[src/rtl/fifo_wr_arbiter.sv]
// Four-requester round-robin burst arbiter that feeds one FIFO write port and tracks its occupancy.
// Define FIFO_ARB_STALL_CNT_EN to add the 16-bit stall_cnt output.
module fifo_wr_arbiter #(
  parameter int DATA_WIDTH = 4,
  parameter int DEPTH      = 4,
  parameter int MAX_BURST  = 4
) (
  input  logic                         clk,
  input  logic                         rst,
  input  logic [3:0]                   req,
  input  logic [4*DATA_WIDTH-1:0]      req_data,
  input  logic                         pop,
  output logic [3:0]                   gnt,
  output logic                         fifo_we,
  output logic [DATA_WIDTH-1:0]        fifo_wdata,
  output logic [$clog2(DEPTH+1)-1:0]   level,
  output logic                         full,
  output logic                         empty
`ifdef FIFO_ARB_STALL_CNT_EN
  ,
  output logic [15:0]                  stall_cnt
`endif
);

  localparam int LW = $clog2(DEPTH+1);
  localparam int BW = $clog2(MAX_BURST+1);

  typedef enum logic {IDLE, BURST} state_t;

  state_t          r_state, w_state_nxt;
  logic [1:0]      r_owner, w_owner_nxt;
  logic [1:0]      r_last_owner, w_last_nxt;
  logic [BW-1:0]   r_beat_cnt, w_beat_nxt;
  logic [3:0]      r_gnt, w_gnt_nxt;
  logic [LW-1:0]   r_level, w_level_nxt;
  logic            w_space, w_push, w_pop_eff, w_found;
  logic [1:0]      w_pick;

  // Scan starts one past the previous owner so every requester gets a turn.
  always_comb begin
    w_pick  = '0;
    w_found = 1'b0;
    for (int unsigned k = 1; k <= 4; k++) begin
      if (!w_found && req[r_last_owner + 2'(k)]) begin
        w_pick  = r_last_owner + 2'(k);
        w_found = 1'b1;
      end
    end
  end

  assign w_space    = (r_level < LW'(DEPTH)) | pop;
  assign w_push     = (r_state == BURST) & req[r_owner] & w_space & ~rst;
  assign w_pop_eff  = pop & (r_level != '0);
  assign fifo_we    = w_push;
  assign fifo_wdata = req_data[int'(r_owner)*DATA_WIDTH +: DATA_WIDTH];
  assign gnt        = r_gnt;
  assign level      = r_level;
  assign full       = (r_level == LW'(DEPTH));
  assign empty      = (r_level == '0);

  always_comb begin
    w_state_nxt = r_state;
    w_owner_nxt = r_owner;
    w_last_nxt  = r_last_owner;
    w_beat_nxt  = r_beat_cnt;
    w_gnt_nxt   = r_gnt;
    w_level_nxt = r_level;

    case ({w_push, w_pop_eff})
      2'b10:   w_level_nxt = r_level + 1'b1;
      2'b01:   w_level_nxt = r_level - 1'b1;
      default: w_level_nxt = r_level;
    endcase

    case (r_state)
      IDLE: begin
        if (w_found) begin
          w_state_nxt = BURST;
          w_owner_nxt = w_pick;
          w_beat_nxt  = '0;
          w_gnt_nxt   = 4'b0001 << w_pick;
        end
      end
      BURST: begin
        if (!req[r_owner]) begin
          w_state_nxt = IDLE;
          w_gnt_nxt   = '0;
          w_last_nxt  = r_owner;
        end else if (w_push) begin
          w_beat_nxt = r_beat_cnt + 1'b1;
          if (w_beat_nxt == BW'(MAX_BURST)) begin
            w_state_nxt = IDLE;
            w_gnt_nxt   = '0;
            w_last_nxt  = r_owner;
          end
        end
      end
      default: w_state_nxt = IDLE;
    endcase
  end

  always_ff @(posedge clk) begin
    if (rst) begin
      r_state      <= IDLE;
      r_owner      <= '0;
      r_last_owner <= 2'd3;
      r_beat_cnt   <= '0;
      r_gnt        <= '0;
      r_level      <= '0;
    end else begin
      r_state      <= w_state_nxt;
      r_owner      <= w_owner_nxt;
      r_last_owner <= w_last_nxt;
      r_beat_cnt   <= w_beat_nxt;
      r_gnt        <= w_gnt_nxt;
      r_level      <= w_level_nxt;
    end
  end

`ifdef FIFO_ARB_STALL_CNT_EN
  logic [15:0] r_stall_cnt;

  always_ff @(posedge clk) begin
    if (rst) begin
      r_stall_cnt <= '0;
    end else if ((r_state == BURST) && req[r_owner] && !w_space && (r_stall_cnt != '1)) begin
      r_stall_cnt <= r_stall_cnt + 1'b1;
    end
  end

  assign stall_cnt = r_stall_cnt;
`endif

endmodule

[config.mk]
export PLATFORM = sky130hd
export DESIGN_NAME = fifo_wr_arbiter
export DESIGN_NICKNAME = d
export VERILOG_FILES = /design/src/rtl/fifo_wr_arbiter.sv
export SDC_FILE = /design/constraint.sdc
export NUM_CORES = 1
export LEC_CHECK = 0
export ABC_AREA = 1
export BUFFER_PORTS_ARGS = -buffer_cell sky130_fd_sc_hd__buf_2
export CAP_MARGIN = 10
export CORE_MARGIN = 1
export CORE_UTILIZATION = 55
export CTS_CLUSTER_SIZE = 8
export DETAILED_ROUTE_END_ITERATION = 12
export PLACE_DENSITY = 0.85
export SLEW_MARGIN = 5
export SYNTH_ARGS = -nofsm -noshare
export SYNTH_HDL_FRONTEND = slang
export SYNTH_SLANG_ARGS = --single-unit
[constraint.sdc]
create_clock -name clk -period 3.7 [get_ports clk]
set_input_delay 0.74 -clock clk [delete_from_list [all_inputs] [get_ports clk]]
set_output_delay 0.74 -clock clk [all_outputs]
set_load 0.02 [all_outputs]
==> out/qor.yml, run 1 <==
post_cts_resized: 0
cp.arrival_ps: 1700
clock_latency_ps: 280
clk_pin_slew_ps: 80
die_w_um: 48.8
relSlewSlack_pct: 70.9
routed_wl_mm: 2.65
overflow: 0
ant_nets: 0
crit_chain: "buf_2, inv_1, nand3_1, nor2_4, buf_2"
dpl_cell_area_mm2: 0.00139
worst_pin_slew_ps: 436
grt_pass1_wl_mm: 4.78
p_per_area_mw_per_mm2: 857
cpPeakStageDelay_ps: 220
nets: 237
fill_cells: 186
critPathLaunch: "rst"
outcome: "complete, no violations"
slew_viol_final: 0
cts_tree: "built"
comb_power_share_pct: 67.6
power.internal_uw: 544
holdWs_ps: 490
pwr-share-seq_pct: 24.7
max_cap_violations: 0
rsz0062_at_grt: "no"
layout.cells.non_filler: 236
vias_per_cell: 5.25
hold_buffers: 0
design_area_mm2: 0.00141
synthesis.nets: 200
netlist_instances: 173
ys_types: 28
cts.path.max_buffers: 2
crit-reg2reg-capture: "level[2]$_SDFFE_PP0P_"
dp_hpwl_mm: 2.14
cts_buffers: 3
clock_skew_ps: 6.70
utilization_pct: 70.6
path_max_fanout: 9
crit-reg2reg-launch: "r_owner[1]$_SDFFE_PP0P_"
endpoint: "fifo_we"
place_ws_ps: 1030
crit_type: "in2out"
syn_avg_cell_area_um2: 6.97
vdd_drop_max_mv: 0.550
cpMostUsedCell: "buf_2"
crit_cells: 5
p_sw_uw: 667
p_clk_share_pct: 7.6
critPathCaptureType: "output port"
setup_ws_ps: 1260
htreeDepth: 1
clock.fmax_mhz: 410
synth_seq_cells: 15
clock-root-buffer: "clkbuf_4"
min_path_type: "reg2reg"
io_pins: 37
setup_violations: 0
grt_max_degree: 15
yosys_warnings: 0
yosysSeqAreaShare_pct: 24.9
worst_path_max_delay_cell: "nor2_4"
die_area_mm2: 0.00238
grt_pass1_vias: 1200
start_util_pct: 60.3
drtIter0Drc: 19
fin_setup_tns_ps: 0
antenna_cells: 0
hold_viol_final: 0
synth_area_mm2: 0.00121
drc: 0
vias: 1238
p_leak_nw: 0.717
io_buffers: 36
postCtsSetupBuffers: 0
cp_top_family: "buffers and inverters"
r2r_cells: 13
grt_use_total_pct: 24.8
synthToLayoutAreaGrowth_pct: 17.1
period_needed_ps: 2440
r2r_setup_slack_ps: 1300
wl_per_cell_um: 11.2
antenna_found_initial: 0
drive_above_1_share_pct: 32.1
first_pass_iters: 4
power_mw: 1.21
p_sw_share_pct: 55.1
core_area_mm2: 0.00200
startpoint_type: "input pin"
period_share_pct: 65.9
required_ps: 2960
fp-row-count: 16
gp_congestion: 0.792
final_common_cell: "buf_2"
die_height_um: 48.8
layout_common_cells: "buf_2, nand2_1, inv_1"
dp_cells: 232
crit_buf_inv: 3
clkSinkCount: 15
[per-layer routing]
layer,GRT usage [%],up-vias,share of wire (%)
li1,-,639,-
met1,27.0,565,43
met2,48.6,32,53
met3,2.49,2,3.6
met4,8.82,0,0.64
met5,0,-,0
[final cells by class]
type                    count  area (um2)  share of cell area [%]
multi-input cells         129         766                    54.2
clock buffers               4        26.3                    1.86
well taps                  27        33.8                    2.39
repair buffers             36         180                    12.8
flip-flops and latches     15         300                    21.3
inverters                  25         106                    7.53
[cells in the mapped netlist]
cell type | count | area (um2)
nand3_1 | 14 | 70.1
clkbuf_1 | 1 | 3.75
o22ai_1 | 4 | 25.0
o21ai_0 | 17 | 85.1
nand3b_4 | 1 | 20.0
nor2_4 | 4 | 45.0
nand2_8 | 1 | 20.0
o211ai_1 | 2 | 15.0
nand2_2 | 9 | 56.3
xor2_1 | 1 | 8.76
nand2_1 | 30 | 113
fa_1 | 1 | 20.0
nand4_1 | 2 | 12.5
inv_8 | 1 | 11.3
nor2_1 | 13 | 48.8
buf_4 | 1 | 7.51
a21oi_2 | 3 | 26.3
dfxtp_1 | 15 | 300
buf_6 | 2 | 22.5
inv_1 | 21 | 78.8
a21boi_0 | 1 | 7.51
inv_2 | 2 | 7.51
inv_6 | 1 | 8.76
a21oi_1 | 14 | 70.1
nand2_4 | 6 | 67.6
ha_1 | 3 | 37.5
nor3_1 | 2 | 10.0
o21bai_1 | 1 | 7.51
[cell families after synthesis]
logic type                 count (synthesis)  synth area share (%)
and+or+nand+nor                           82                  38.4
DFF                                       15                  24.9
adders and majority gates                  4                  4.77
buffers and inverters                     29                  11.6
AOI/OAI and AO/OA                         42                  19.6
xor gates and xnor gates                   1                 0.726
[worst register-to-register path: cells and delay by family (launching register included)]
kind,cells,cell delay [ps]
AO/OA/AOI/OAI,6,820
adder cells (fa/ha/maj),2,510
buffers and inverters,3,280
AND/OR/NAND/NOR,2,220
flip-flops,1,450
[how the worst min path moves through the flow]
stage	to	slack [ps]	startpoint	cells after the start
after floorplan	r_state$_SDFF_PP0_	460	r_state$_SDFF_PP0_	1
after global placement	r_state$_SDFF_PP0_	470	r_state$_SDFF_PP0_	1
after detailed placement	r_beat_cnt[2]$_SDFFE_PP0P_	480	r_beat_cnt[2]$_SDFFE_PP0P_	2
after CTS	r_beat_cnt[2]$_SDFFE_PP0P_	490	r_beat_cnt[2]$_SDFFE_PP0P_	2
after global routing	r_beat_cnt[2]$_SDFFE_PP0P_	510	r_beat_cnt[2]$_SDFFE_PP0P_	2
final	gnt[1]$_SDFFE_PP0P_	490	gnt[1]$_SDFFE_PP0P_	2
[power by group through the flow]
stage | clock network (mW) | registers [mW] | logic (mW)
4_1_cts | 0.0936 | 0.300 | 0.822
6_report | 0.0925 | 0.300 | 0.819
5_1_grt | 0.105 | 0.315 | 0.910
3_5_place_dp | 0 | 0.303 | 0.819
3_3_place_gp | 0 | 0.299 | 0.791
2_1_floorplan | 0 | 0.296 | 0.650
[state kept, by name (all words and copies together), names as in the netlist]
register	count
gnt	4
level	3
r_beat_cnt	3
r_last_owner	2
r_owner	2
r_state	1
Power figures use the tool's default switching activity.
==> run 2, diff against run 1 <==
Settings changed: ABC_AREA 1 to 0, CORE_UTILIZATION 55 to 48, PLACE_DENSITY 0.85 to 0.78.
Clock period 3.7 ns to 2.35 ns, I/O delays scaled along.
==> run 2 against run 1 <==
Net effect:
- critical path depth up 3
- setup slack worse by 1200 ps
- synthesized cell count is 39% lower
- clock skew decreased by 6.0 ps
- sequential power rose by 6%
- combinational power shrank 58%
- largest cell class unchanged
- highest routed layer unchanged
==> out/qor.yml, run 2 <==
postCtsSetupBuffers: 0
outcome: "complete, no violations"
overflow: 0
place_ws_ps: -81.0
synthArstFlopShare_pct: 0
drtIter0Drc: 16
vias: 939
netlist_instances: 106
synth_area_um2: 973
startpoint_type: "flop"
clock.fmax_mhz: 444
period_share_pct: 95.7
layout_common_cells: "buf_2, dfxtp_1, nor2_1"
grt_use_total_pct: 24.3
yosysSeqAreaShare_pct: 30.8
synthesis.nets: 133
largest_reg_flops: 4
crit_chain: "mux4_2, nand2_2, ha_1, inv_1, fa_1, xor2_1, or3_1, a21oi_1"
die_height_um: 47.0
die_w_um: 47.0
syn_avg_cell_area_um2: 9.18
synthToLayoutAreaGrowth_pct: 27.6
grt_pass1_wl_mm: 3.71
cpPeakStageDelay_ps: 530
die_area_mm2: 0.00221
ys_top_cells_by_count: "dfxtp_1, nor2_1"
clock-root-buffer: "clkbuf_4"
crit_type: "reg2reg"
yosysTopAreaCellShare_pct: 30.8
synth_edf_count: 0
synth_adder_area_share_pct: 5.91
cts.path.max_buffers: 2
relSlewSlack_pct: 64.4
clk_pin_slew_ps: 90
clock_skew_ps: 0.739
worst_path_max_delay_cell: "mux4_2"
core_area_mm2: 0.00182
drive_above_1_share_pct: 38.5
antenna_cells: 0
required_ps: 2570
p_sw_share_pct: 37.6
rsz0062_at_grt: "no"
max_cap_violations: 0
fp-row-count: 15
power.internal_uw: 506
antenna_found_initial: 0
p_clk_share_pct: 18.2
comb_power_share_pct: 42.7
cts_buffers: 3
slew_viol_final: 0
cts_tree: "built"
io_buffers: 36
setup_ws_ps: 100
p_per_area_mw_per_mm2: 653
routed_wl_mm: 2.30
clock_latency_ps: 280
htreeDepth: 1
synth.area.top_cells: "dfxtp_1, mux4_1, nor2_1"
min_path_type: "reg2reg"
synth_xor_area_share_pct: 2.70
yosysMostFrequentCell: "dfxtp_1"
critPathCaptureType: "flop"
synth_top_family_by_area: "simple AND/OR/NAND/NOR gates"
hold_viol_final: 0
synth_top_area_cell: "dfxtp_1"
drc: 0
start_util_pct: 53.5
synth_compound_area_share_pct: 12.5
cp.arrival_ps: 2470
p_sw_uw: 305
grt_pass1_vias: 935
ys_types: 35
ant_nets: 0
path_max_fanout: 3
design_area_mm2: 0.00124
gp_congestion: 0.755
wl_per_cell_um: 13.3
yosys.area_share.simple_pct: 25.2
clkSinkCount: 15
yosys_warnings: 0
nets: 176
pwr-share-seq_pct: 39.1
setup_violations: 0
ys.flop_type: "dfxtp_1"
first_pass_iters: 4
period_needed_ps: 2250
dpl_cell_area_mm2: 0.00121
cp_top_family: "adder cells"
final_common_cell: "buf_2"
dp_hpwl_mm: 1.80
synth.area.mux_share_pct: 17.5
io_pins: 37
crit_buf_inv: 1
grt_max_degree: 20
worst_pin_slew_ps: 530
p_leak_nw: 0.558
vias_per_cell: 5.43
synth_seq_cells: 15
vdd_drop_max_mv: 0.621
## run 2: changes by cell type in the layout (fill, tap and decap cells not counted), sizes merged, moves of 4 or more
cell | before | now
buf | 36 | 44
a21oi | 17 | 5
nor2 | 17 | 12
nand2 | 46 | 4
inv | 25 | 6
o21ai | 17 | 3
nand3b | 1 | 5
nand2b | 0 | 5
mux4 | 0 | 5
nand3 | 14 | 2
## run 2: kinds of logic (layout without fill, tap and decap cells)
logic type | Yosys count | after routing
xor gates and xnor gates | 3 | 3
adders and majority gates | 4 | 4
muxes | 9 | 9
buffers and inverters | 12 | 54
and+or+nand+nor | 44 | 44
AOI/OAI and AO/OA | 19 | 19
DFF | 15 | 15
## run 2: final timing paths
check	from	end	slack [ps]	cells past startpoint
worst max-delay path	r_owner[0]$_SDFFE_PP0P_	level[2]$_SDFFE_PP0P_	100	8
worst max register to register	r_owner[0]$_SDFFE_PP0P_	level[2]$_SDFFE_PP0P_	100	8
worst min-delay path	r_beat_cnt[1]$_SDFFE_PP0P_	r_beat_cnt[1]$_SDFFE_PP0P_	500	2
worst min register to register	r_beat_cnt[1]$_SDFFE_PP0P_	r_beat_cnt[1]$_SDFFE_PP0P_	500	2
## run 2: through the flow
stage	power (mW)	instances	utilization, %	TNS (ps)	hold WS (ps)
final	0.811	173	68.2	0	503
after global routing	0.870	173	68.2	0	529
after CTS	0.815	173	68.2	0	500
after detailed placement	0.665	169	66.7	-81.0	487
after global placement	0.661	169	66.7	-42.4	474
after floorplan	0.555	106	-	0	463
## run 2: area by class of cell
| type | instances | area, um2 |
|---|---|---|
| well taps | 25 | 31.3 |
| repair buffers | 44 | 240 |
| inverters | 6 | 22.5 |
| clock buffers | 4 | 26.3 |
| fillers | 155 | 578 |
| flip-flops and latches | 15 | 302 |
| multi-input cells | 79 | 621 |
## run 2: layer usage
layer	part of all wire, %	track usage [%]
met1	42	27.0
met2	50	43.9
met3	5.5	3.46
met4	2.2	14.3
met5	0	0
## run 2: repair_timing
action,4_1_cts,5_1_grt
setup endpoints to repair,0,1
resized for setup,0,1
hold buffers,0,0
## run 2: power by group through the flow
stage	logic [mW]	clock network, mW	registers [mW]
2_1_floorplan	0.215	0	0.340
3_3_place_gp	0.341	0	0.320
3_5_place_dp	0.343	0	0.322
4_1_cts	0.348	0.151	0.316
5_1_grt	0.386	0.161	0.323
6_report	0.346	0.148	0.317
## run 2: tightest hold or removal path: stages, from the launching register on
cell,delay [ps]
dfxtp_1,340
inv_1,60
o41ai_1,60
==> run 3, diff against run 2 <==
==> constraint.sdc (replaced) <==
create_clock -name clk -period 2.35 [get_ports clk]
set_input_delay 0.3525 -clock clk [delete_from_list [all_inputs] [get_ports clk]]
set_output_delay 0.3525 -clock clk [all_outputs]
set_load 0.02 [all_outputs]
==> run 3 against run 2 <==
Net effect:
- core utilization increased by 0.14 points
- global-route usage increased by 0.87 points
- sequential share of layout area about the same
- design area increased by 0.20%
- maximum frequency about the same
- routed wire length increased by 9.7%
- sequential power about the same
- critical endpoint unchanged
- largest cell class unchanged
==> out/qor.yml, run 3 (synthesized netlist as in run 2, its figures left out) <==
r2r_setup_slack_ps: 100
fp-row-count: 15
worst_pin_slew_ps: 502
fill_cells: 149
design_area_mm2: 0.00124
die_height_um: 47.0
crit_buf_inv: 1
setup_violations: 0
largest_reg_flops: 4
period_needed_ps: 2250
path_max_fanout: 3
cts.path.max_buffers: 2
clock.fmax_mhz: 444
clock_skew_ps: 4.71
clock-root-buffer: "clkbuf_4"
wirelength_met1_mm: 1.00
vdd_drop_max_mv: 0.494
cts_tree: "built"
grt_pass1_vias: 925
antenna_cells: 0
io_pins: 37
routed_wl_mm: 2.52
outcome: "complete, no violations"
drtIter0Drc: 20
vias_per_cell: 5.71
required_ps: 2580
core_area_mm2: 0.00182
slew_viol_final: 0
start_util_pct: 53.5
grt_max_degree: 20
io_buffers: 36
vias: 988
cp.arrival_ps: 2480
dpl_cell_area_mm2: 0.00121
antenna_found_initial: 0
drc: 0
seqCellArea_um2: 302
period_share_pct: 95.8
dr.max_layer_used: "met4"
critPathCaptureType: "flop"
multi_input_area_um2: 623
layout_common_cells: "buf_2, dfxtp_1, nor2_1"
min_path_type: "in2reg"
grt_pass1_wl_mm: 3.86
grt_use_total_pct: 25.2
cts_buffers: 3
dp_hpwl_mm: 1.96
crit_chain: "mux4_2, nand2_2, ha_2, inv_1, fa_1, xor2_1, or3_1, a21oi_1"
postCtsSetupBuffers: 0
max_cap_violations: 0
hold_viol_final: 0
relSlewSlack_pct: 66.3
die_w_um: 47.0
crit_type: "reg2reg"
first_pass_iters: 4
final_common_cell: "buf_2"
startpoint_type: "flop"
worst_path_max_delay_cell: "mux4_2"
nets: 176
synthToLayoutAreaGrowth_pct: 27.9
wl_met2_mm: 1.31
wl_per_cell_um: 14.6
die_area_mm2: 0.00221
clock_latency_ps: 290
cp_top_family: "multiplexers"
holdWs_ps: 453
clk_pin_slew_ps: 100
ant_nets: 0
drive_above_1_share_pct: 39.2
p_per_area_mw_per_mm2: 668
overflow: 0
clkSinkCount: 15
cpPeakStageDelay_ps: 540
htreeDepth: 1
p_leak_nw: 0.557
gp_congestion: 0.756
power_uw: 831
wl_met3_um: 175
rsz0062_at_grt: "no"
fin_setup_tns_ps: 0
==> run 3: cell counts in the layout (fill, tap and decap cells not counted) <==
No cell type changed its count.
==> run 3: power breakdown <==
group | switching [mW] | leakage (nW) | total [mW] | internal, mW
Combinational | 0.200 | 0.419 | 0.357 | 0.157
Clock | 0.0891 | 0.0150 | 0.155 | 0.0661
Sequential | 0.0321 | 0.123 | 0.319 | 0.287
==> run 3: repair_timing <==
| item | in CTS | in global routing |
|---|---|---|
| hold buffers | 0 | 0 |
| gates resized for setup | 0 | 2 |
| setup endpoints to repair | 0 | 1 |
==> run 3: tightest hold or removal path, delay by kind of cell <==
family | cells | cell delay, ps
compound gates | 1 | 60
buf+inv | 2 | 300
==> run 3: metal layers <==
| layer | vias to the layer above | GRT usage, % |
|---|---|---|
| met3 | 5 | 3.46 |
| met4 | 0 | 8.57 |
| li1 | 471 | - |
| met1 | 467 | 29.8 |
| met2 | 45 | 46.4 |
| met5 | - | 0 |
==> run 3: worst paths after layout <==
kind / to / from / cells after the start
max: level[2]$_SDFFE_PP0P_ / r_owner[0]$_SDFFE_PP0P_ / 8
min reg2reg: r_beat_cnt[1]$_SDFFE_PP0P_ / r_beat_cnt[1]$_SDFFE_PP0P_ / 2
max reg2reg: level[2]$_SDFFE_PP0P_ / r_owner[0]$_SDFFE_PP0P_ / 8
min: r_beat_cnt[2]$_SDFFE_PP0P_ / rst / 3
==> run 3: cell type report <==
| type | count | share of cell area [%] |
|---|---|---|
| tap | 25 | 2.51 |
| inverter | 6 | 1.81 |
| sequential | 15 | 24.2 |
| multi-input combinational | 79 | 50.1 |
| clock buffer | 4 | 2.11 |
| timing repair buffer | 44 | 19.3 |
==> run 3: stage by stage <==
| stage | cells | utilization [%] | setup WS (ps) |
|---|---|---|---|
| 2_1_floorplan | 106 | - | 90.0 |
| 3_3_place_gp | 169 | 66.7 | 75.2 |
| 3_5_place_dp | 169 | 66.7 | 1.13 |
| 4_1_cts | 173 | 68.2 | 58.6 |
| 5_1_grt | 173 | 68.4 | 2.29 |
| 6_report | 173 | 68.4 | 98.0 |
